==> src/rtl/spi_reg_pkg.sv <==
// Shared constants and FSM state type for the SPI register decoder.
package spi_reg_pkg;

    localparam int NUM_REGS_DEFAULT = 5;

    // Register bank address map
    localparam int ADDR_EN_OUT_LO = 0;
    localparam int ADDR_EN_OUT_HI = 1;
    localparam int ADDR_EN_PWM_LO = 2;
    localparam int ADDR_EN_PWM_HI = 3;
    localparam int ADDR_PWM_DUTY  = 4;

    // Command byte bit7 value meaning "write"
    localparam logic RW_WRITE = 1'b1;

    typedef enum logic [1:0] {
        ST_IDLE,
        ST_DATA,
        ST_DONE
    } state_t;

endpackage

==> src/rtl/sync_nff.sv <==
// N-flop single-bit synchroniser with a configurable reset value.
module sync_nff #(
    parameter int   STAGES  = 2,
    parameter logic RST_VAL = 1'b0
) (
    input  logic clk,
    input  logic rst_n,
    input  logic d,
    output logic q
);

    logic [STAGES-1:0] ff;

    // Shift the asynchronous input through the flop chain
    always_ff @(posedge clk or negedge rst_n) begin
        if (!rst_n) ff <= {STAGES{RST_VAL}};
        else        ff <= {ff[STAGES-2:0], d};
    end

    assign q = ff[STAGES-1];

endmodule

==> src/rtl/spi_reg_decoder.sv <==
// Two-byte SPI frame decoder: syncs rx strobe / chip-select into clk and
// maintains the control register bank plus read-back to the tx path.
module spi_reg_decoder
    import spi_reg_pkg::*;
#(
    parameter int NUM_REGS    = NUM_REGS_DEFAULT,
    parameter int SYNC_STAGES = 2
) (
    input  logic       clk,
    input  logic       rst_n,
    input  logic [7:0] rx_data,
    input  logic       rx_done,
    input  logic       cs_n,
    output logic [7:0] tx_data,
    output logic       tx_start,
    output logic [7:0] en_out_lo,
    output logic [7:0] en_out_hi,
    output logic [7:0] en_pwm_lo,
    output logic [7:0] en_pwm_hi,
    output logic [7:0] pwm_duty,
    output logic       frame_err
);

    logic       rx_done_s, cs_n_s, rx_done_d, byte_evt;
    logic       rw_q;
    logic [6:0] addr_q;
    logic [7:0] regs [NUM_REGS];
    state_t     state_q, state_d;

    // Combinational decisions from the FSM
    logic       hdr_ld, wr_en, err_set, tx_clr, addr_ok;
    logic [7:0] rd_val;

    sync_nff #(.STAGES(SYNC_STAGES), .RST_VAL(1'b0)) u_sync_rx (
        .clk(clk), .rst_n(rst_n), .d(rx_done), .q(rx_done_s)
    );

    sync_nff #(.STAGES(SYNC_STAGES), .RST_VAL(1'b1)) u_sync_cs (
        .clk(clk), .rst_n(rst_n), .d(cs_n), .q(cs_n_s)
    );

    // Registered rising-edge detect: rx_done may sit high across frame gaps
    always_ff @(posedge clk or negedge rst_n) begin
        if (!rst_n) begin
            rx_done_d <= 1'b0;
            byte_evt  <= 1'b0;
        end else begin
            rx_done_d <= rx_done_s;
            byte_evt  <= rx_done_s & ~rx_done_d;
        end
    end

    // Read mux over the incoming address byte; out-of-range reads return 0
    always_comb begin
        rd_val = 8'h00;
        for (int i = 0; i < NUM_REGS; i++)
            if (rx_data[6:0] == 7'(i)) rd_val = regs[i];
    end

    assign addr_ok = (32'(addr_q) < NUM_REGS);

    // FSM state register
    always_ff @(posedge clk or negedge rst_n) begin
        if (!rst_n) state_q <= ST_IDLE;
        else        state_q <= state_d;
    end

    // Next-state and datapath strobes; cs_n release overrides after the byte
    always_comb begin
        state_d = state_q;
        hdr_ld  = 1'b0;
        wr_en   = 1'b0;
        err_set = 1'b0;
        tx_clr  = 1'b0;
        case (state_q)
            ST_IDLE: if (byte_evt && !cs_n_s) begin
                hdr_ld  = 1'b1;
                state_d = ST_DATA;
            end
            ST_DATA: if (byte_evt) begin
                if (rw_q == RW_WRITE) begin
                    if (addr_ok) wr_en   = 1'b1;
                    else         err_set = 1'b1;
                end
                state_d = ST_DONE;
            end
            default: ;
        endcase
        if (cs_n_s) begin
            state_d = ST_IDLE;
            tx_clr  = 1'b1;
        end
    end

    // Frame header, read-back path and error pulse
    always_ff @(posedge clk or negedge rst_n) begin
        if (!rst_n) begin
            rw_q      <= 1'b0;
            addr_q    <= '0;
            tx_data   <= 8'h00;
            tx_start  <= 1'b0;
            frame_err <= 1'b0;
        end else begin
            frame_err <= err_set;
            if (hdr_ld) begin
                rw_q   <= rx_data[7];
                addr_q <= rx_data[6:0];
                if (rx_data[7] != RW_WRITE) begin
                    tx_data  <= rd_val;
                    tx_start <= 1'b1;
                end
            end
            if (tx_clr) tx_start <= 1'b0;
        end
    end

    // Register bank write port
    always_ff @(posedge clk or negedge rst_n) begin
        if (!rst_n) begin
            for (int i = 0; i < NUM_REGS; i++) regs[i] <= 8'h00;
        end else if (wr_en) begin
            for (int i = 0; i < NUM_REGS; i++)
                if (addr_q == 7'(i)) regs[i] <= rx_data;
        end
    end

    assign en_out_lo = regs[ADDR_EN_OUT_LO];
    assign en_out_hi = regs[ADDR_EN_OUT_HI];
    assign en_pwm_lo = regs[ADDR_EN_PWM_LO];
    assign en_pwm_hi = regs[ADDR_EN_PWM_HI];
    assign pwm_duty  = regs[ADDR_PWM_DUTY];

endmodule

==> config.mk <==
export PLATFORM = sky130hd
export DESIGN_NAME = spi_reg_decoder
export DESIGN_NICKNAME = d
export VERILOG_FILES = /design/src/rtl/spi_reg_pkg.sv /design/src/rtl/sync_nff.sv /design/src/rtl/spi_reg_decoder.sv
export SDC_FILE = /design/constraint.sdc
export NUM_CORES = 1
export LEC_CHECK = 0
export CAP_MARGIN = 15
export CORE_ASPECT_RATIO = 0.9
export CORE_UTILIZATION = 30
export DETAILED_ROUTE_END_ITERATION = 6
export SLEW_MARGIN = 20
export SYNTH_ARGS = -nofsm -noshare
export SYNTH_HDL_FRONTEND = slang
export SYNTH_HIERARCHICAL = 1
export SYNTH_SLANG_ARGS = --single-unit
==> constraint.sdc <==
create_clock -name clk -period 1.6 [get_ports clk]
set_input_delay 0.32 -clock clk [delete_from_list [all_inputs] [get_ports clk]]
set_output_delay 0.32 -clock clk [all_outputs]
set_load 0.05 [all_outputs]
==> results of run 1 <==
==> final cells by class <==
type | instances | area share
Clock buffer | 10 | 0.0285
Clock inverter | 6 | 0.0184
Inverter | 1 | 0.000778
Multi-Input combinational cell | 141 | 0.269
Sequential cell | 66 | 0.343
Tap cell | 122 | 0.0317
Timing Repair Buffer | 105 | 0.309
==> timing repair <==
| item | CTS | global route |
|---|---|---|
| gates resized for setup | 8 | 19 |
| setup buffers | 10 | 1 |
| gates cloned | 0 | 1 |
| endpoints found under the setup margin | 48 | 56 |
| hold buffers | 1 | 0 |
| pin swaps | 2 | 8 |
| hold endpoints to repair | 64 | 0 |
==> worst paths after layout <==
check | slack (ns) | depth (start not counted) | endpoint
min in group asynchronous | 0.50 | 3 | u_sync_rx/ff[0]$_DFF_PN0_
worst max-delay path | -0.22 | 5 | en_out_hi[7]$_DFFE_PN0P_
max in group asynchronous | 0.80 | 3 | u_sync_cs/ff[1]$_DFF_PN1_
worst max register to register | -0.22 | 5 | en_out_hi[7]$_DFFE_PN0P_
worst min-delay path | 0.35 | 0 | u_sync_rx/ff[1]$_DFF_PN0_
worst min register to register | 0.35 | 0 | u_sync_rx/ff[1]$_DFF_PN0_
==> state kept, by name, indices dropped and copies added (netlist names), 2 cells and up <==
register	cells
u_sync_cs/ff	2
pwm_duty	8
tx_data	8
en_pwm_lo	8
en_out_hi	8
u_sync_rx/ff	2
addr_q	7
state_q	2
en_pwm_hi	8
en_out_lo	8
==> cells by family (layout without fill, tap and decap cells) <==
group / count (synthesis) / in the layout / synth area share
buffers and inverters: 12 / 122 / 0.0241
muxes: 55 / 55 / 0.220
xor gates and xnor gates: 1 / 1 / 0.00296
DFF: 66 / 66 / 0.560
and+or+nand+nor: 47 / 48 / 0.110
AOI/OAI and AO/OA: 37 / 37 / 0.0834
==> per-layer routing <==
layer	global-route usage	part of all wire
met1	0.231	0.45
met2	0.260	0.48
met3	0.0508	0.064
met4	0.0502	0.0075
met5	0	0
==> worst max-delay path, cell delays in order, from the launching register on <==
cell and delay [ns]:
dfrtp_1 0.44, nor4_4 0.33, nor2b_4 0.22, and4b_1 0.25
buf_12 0.15, mux2_4 0.30
==> placed cells by master (no fill, tap or decap), drive strengths merged, types with 3 or more instances in the layout <==
cell / n
clkdlybuf4s50: 10
mux2: 55
nand2: 17
o21ai: 10
clkbuf: 10
a32oi: 8
nand2b: 9
dfrtp: 64
nor2b: 3
o211ai: 8
nor2: 7
buf: 94
a21oi: 11
==> through the flow <==
stage	util	worst slack (ns)
2_1_floorplan	-	-0.115
3_3_place_gp	0.471	-0.361
3_5_place_dp	0.471	-0.361
4_1_cts	0.508	-0.135
5_1_grt	0.517	-0.259
6_report	0.517	-0.220
==> report_power, final <==
part	internal [uW]	switching, uW	total [uW]
logic	604	558	1160
registers	1800	173	1980
clock network	922	676	1600
total	3330	1410	4740
==> run_results.csv, run 1 <==
group,metric,value,unit
logic_synthesis,synth_edf_count,0,
worst_setup_path,end_kind,"register",
timing,whs,0.351,ns
floorplanning,die_h,96.2,um
cells_and_area,area_growth,63.2,%
logic_synthesis,netlist_top_cells_count,"dfrtp_1, mux2_2, nand2_1",
timing,timing.fmax,549,MHz
worst_setup_path,worstPathArrival,2.05,ns
logic_synthesis,syn_area_per_cell,13.6,um2
clock_tree,h-tree-depth,3,
cells_and_area,regArea,1650,um2
cells_and_area,layoutNonFillerInstCount,451,
grt,grt_max_degree,67,
placed_design,hpwl,5420,um
timing,fin_tns_setup,-7.09,ns
clock_tree,cts.sinks,66,
clock_tree,path_clk_slew,0.07,ns
logic_synthesis,yosysMostFrequentCell,"dfrtp_1",
timing,finalSetupViolations,42,
cells_and_area,finish.instance_area,4820,um2
timing,min_period_over_period,1.14,
grt,first_global_vias,2309,
logic_synthesis,synthesis.area,2960,um2
logic_synthesis,ys_seq_elements,66,
timing,fin_crit,1.82,ns
logic_synthesis,ys_types,30,
logic_synthesis,syn-num-nets,230,
worst_hold_path,hp-start,"u_sync_rx/ff[0]$_DFF_PN0_",
drt,ant_nets,0,
worst_hold_path,hold_class,"register to register",
grt,antenna_found_initial,0,
floorplanning,die_area,10300,um2
grt,grt_usage,0.169,
drt,drtPass1Iterations,4,
worst_setup_path,cp-startpoint,"addr_q[3]$_DFFE_PN0P_",
power,p_per_area,982,nW/um2
floorplanning,ios,62,
logic_synthesis,synth_top_area_frac,0.542,
floorplanning,coreArea,9330,um2
clock_tree,cts_buffer_depth,2,
logic_synthesis,ys_async_sr_fraction,1.00,
timing,rsz0062_at_grt,"true",
timing,setup_slack,-0.220,ns
drt,drt-wirelength-per-cell,18.1,um
worst_setup_path,critPathRequiredTime,1.83,ns
timing,tightest_slew,0.395,ns
cells_and_area,drive_gt1_frac,0.541,
clock_tree,cts_made_buffers,9,
power,irDropWorstVdd,0.000512,V
timing,drv_slew,0,
worst_setup_path,crit_path_max_fanout,8,
cells_and_area,nNetsFinal,336,
logic_synthesis,synth_warnings,6,
drt,wl,8150,um
clock_tree,clockRootBuffer,"clkbuf_8",
run_status,violations,"negative setup slack",
placed_design,numPlacedInstances,423,
power,finalPower,4740,uW
grt,grt_pass1_wl,12800,um
timing,fin_skew,0.00705,ns
logic_synthesis,synthCells,218,
logic_synthesis,synthFlopType,"dfrtp_1",
logic_synthesis,yosysSeqAreaShare,0.560,
power,p_leak,0.00209,uW
clock_tree,clock_latency,0.35,ns
timing,slew-limit-headroom,0.736,
floorplanning,die_w,107,um
grt,grt_overflow,0,
logic_synthesis,yosys.area.top_type,"dfrtp_1",
drt,drc_errors,0,
worst_setup_path,r2r_start,"addr_q[3]$_DFFE_PN0P_",
drt,drt_iter0_drc,94,
drt,viasPerCell,4.85,
drt,vias,2189,
placed_design,place.gp.congestion,0.834,
worst_setup_path,crit_type,"register to register",
logic_synthesis,synthTopCellsByArea,"dfrtp_1, mux2_2, mux2_4, a32oi_1, nand2_1",
run_status,status,"finished, violations left",
cells_and_area,fillers,801,
clock_tree,cts_tree,"yes",
floorplanning,num_rows,33,
floorplanning,start_util,0.317,
cells_and_area,multi_input_area,1300,um2
timing,hold_viol,0,
placed_design,port_buffers,61,
placed_design,dpl_cell_area,4390,um2
worst_setup_path,cp-start-kind,"register",
run,drv_cap,0,
cells_and_area,antenna_cells,0,
(Power assumes the default switching activity.)
==> run 2, diff against run 1 <==
Settings changed: TNS_END_PERCENT set to 1.
==> run_results.csv, run 2 (same netlist as run 1, synthesis figures left out) <==
group,metric,value,unit
grt,grt_pass1_wl,12300,um
worst_setup_path,worstPathArrival,1.99,ns
timing,finalSetupViolations,33,
floorplanning,die_area,10300,um2
power,irDropWorstVdd,0.000514,V
worst_setup_path,crit_path_max_fanout,8,
grt,grt_overflow,0,
floorplanning,start_util,0.317,
power,p_leak,0.00200,uW
drt,ant_nets,0,
grt,grt_usage,0.163,
grt,antenna_found_initial,0,
run_status,status,"finished, violations left",
grt,first_global_vias,2236,
clock_tree,cts_tree,"yes",
cells_and_area,final_cell_mix,"dfrtp_1, buf_12, mux2_2, buf_4, nand2_1",
floorplanning,ios,62,
worst_setup_path,crit_type,"register to register",
cells_and_area,fillers,823,
drt,viasPerCell,4.83,
clock_tree,cts.sinks,66,
drt,met2WireLength,3500,um
timing,hold_viol,0,
floorplanning,coreArea,9330,um2
floorplanning,num_rows,33,
placed_design,hpwl,5420,um
power,finalPower,4600,uW
timing,min_period_over_period,1.09,
timing,setup_slack,-0.151,ns
drt,drt-wirelength-per-cell,17.4,um
cells_and_area,area_growth,57.6,%
grt,grt_max_degree,67,
drt,wl,7670,um
clock_tree,cts_made_buffers,9,
drt,drtPass1Iterations,4,
placed_design,port_buffers,61,
timing,fin_crit,1.75,ns
clock_tree,h-tree-depth,3,
clock_tree,clock_latency,0.35,ns
worst_setup_path,end_kind,"register",
clock_tree,clockRootBuffer,"clkbuf_8",
cells_and_area,drive_gt1_frac,0.525,
timing,timing.fmax,571,MHz
worst_setup_path,crit_slowest_cell,"dfrtp_1",
drt,top_layer,"met4",
placed_design,place.gp.congestion,0.834,
cells_and_area,nNetsFinal,325,
clock_tree,cts_setup_buffers,0,
timing,fin_skew,0.00739,ns
drt,vias,2123,
worst_setup_path,cp-start-kind,"register",
drt,drc_errors,0,
timing,drv_slew,0,
timing,rsz0062_at_grt,"true",
worst_setup_path,critPathRequiredTime,1.84,ns
drt,met1_length,3680,um
cells_and_area,antenna_cells,0,
drt,dr_wl_met3,408,um
run,drv_cap,0,
clock_tree,cts_buffer_depth,2,
drt,drt_iter0_drc,80,
floorplanning,die_h,96.2,um
run_status,violations,"negative setup slack",
cells_and_area,final_common_cell,"dfrtp_1",
timing,tightest_slew,0.364,ns
clock_tree,path_clk_slew,0.07,ns
power,p_per_area,988,nW/um2
timing,slew-limit-headroom,0.757,
floorplanning,die_w,107,um
worst_setup_path,crit_chain,"nor4_4, nor2b_4, and4b_1, buf_12, mux2_4",
cells_and_area,utilization,0.499,
worst_setup_path,max_stage_delay,0.41,ns
worst_hold_path,hold_class,"register to register",
run 2: repair_timing:
| action | in CTS | in global routing |
|---|---|---|
| gates resized for setup | 5 | 1 |
| pin swaps | 2 | 5 |
| hold buffers | 1 | 0 |
| hold endpoints to repair | 64 | 0 |
| endpoints found under the setup margin | 48 | 55 |
run 2: routing by layer:
| layer | track usage | vias up |
|---|---|---|
| li1 | - | 982 |
| met4 | 0.0502 | 0 |
| met5 | 0 | - |
| met3 | 0.0501 | 12 |
| met2 | 0.240 | 62 |
| met1 | 0.229 | 1067 |
run 2: report_power, final:
group,internal [uW],leakage (uW),switching [uW]
combinational,524,0.00108,520
clock,921,0.000109,672
sequential,1800,0.000812,162
run 2: worst paths after layout:
| kind | start | endpoint | slack, ns | cells after the start |
|---|---|---|---|---|
| max reg2reg | addr_q[3]$_DFFE_PN0P_ | en_out_hi[7]$_DFFE_PN0P_ | -0.15 | 5 |
| max in group asynchronous | rst_n | en_pwm_lo[6]$_DFFE_PN0P_ | 0.80 | 3 |
| min reg2reg | u_sync_rx/ff[0]$_DFF_PN0_ | u_sync_rx/ff[1]$_DFF_PN0_ | 0.35 | 0 |
| min in group asynchronous | rst_n | u_sync_rx/ff[1]$_DFF_PN0_ | 0.50 | 3 |
| max | addr_q[3]$_DFFE_PN0P_ | en_out_hi[7]$_DFFE_PN0P_ | -0.15 | 5 |
| min | u_sync_rx/ff[0]$_DFF_PN0_ | u_sync_rx/ff[1]$_DFF_PN0_ | 0.35 | 0 |
run 2: metrics by stage:
| step | setup slack, ns | hold slack (ns) | setup TNS (ns) | cell area [um2] | instances |
|---|---|---|---|---|---|
| final | -0.151 | 0.351 | -2.71 | 4660 | 440 |
| after global routing | -0.232 | 0.364 | -6.84 | 4660 | 440 |
| after CTS | -0.145 | 0.353 | -2.84 | 4650 | 440 |
| after detailed placement | -0.361 | 0.335 | -7.50 | 4390 | 423 |
| after global placement | -0.361 | 0.331 | -6.38 | 4390 | 423 |
| after floorplan | -0.115 | 0.0244 | -0.917 | 2960 | 218 |
run 2: final cells by class:
class                   instances  area (um2)  share of cell area
clock inverters                 6        88.8              0.0191
well taps                     122         153              0.0328
repair buffers                 95        1370               0.294
inverters                       1        3.75            0.000806
flip-flops and latches         66        1650               0.355
multi-input cells             140        1250               0.269
clock buffers                  10         138              0.0296
run 2: worst max-delay path: cells and delay by family (launching register included):
family | cells | cell delay [ns]
buffers and inverters | 1 | 0.15
DFF | 1 | 0.41
muxes | 1 | 0.30
and+or+nand+nor | 3 | 0.77
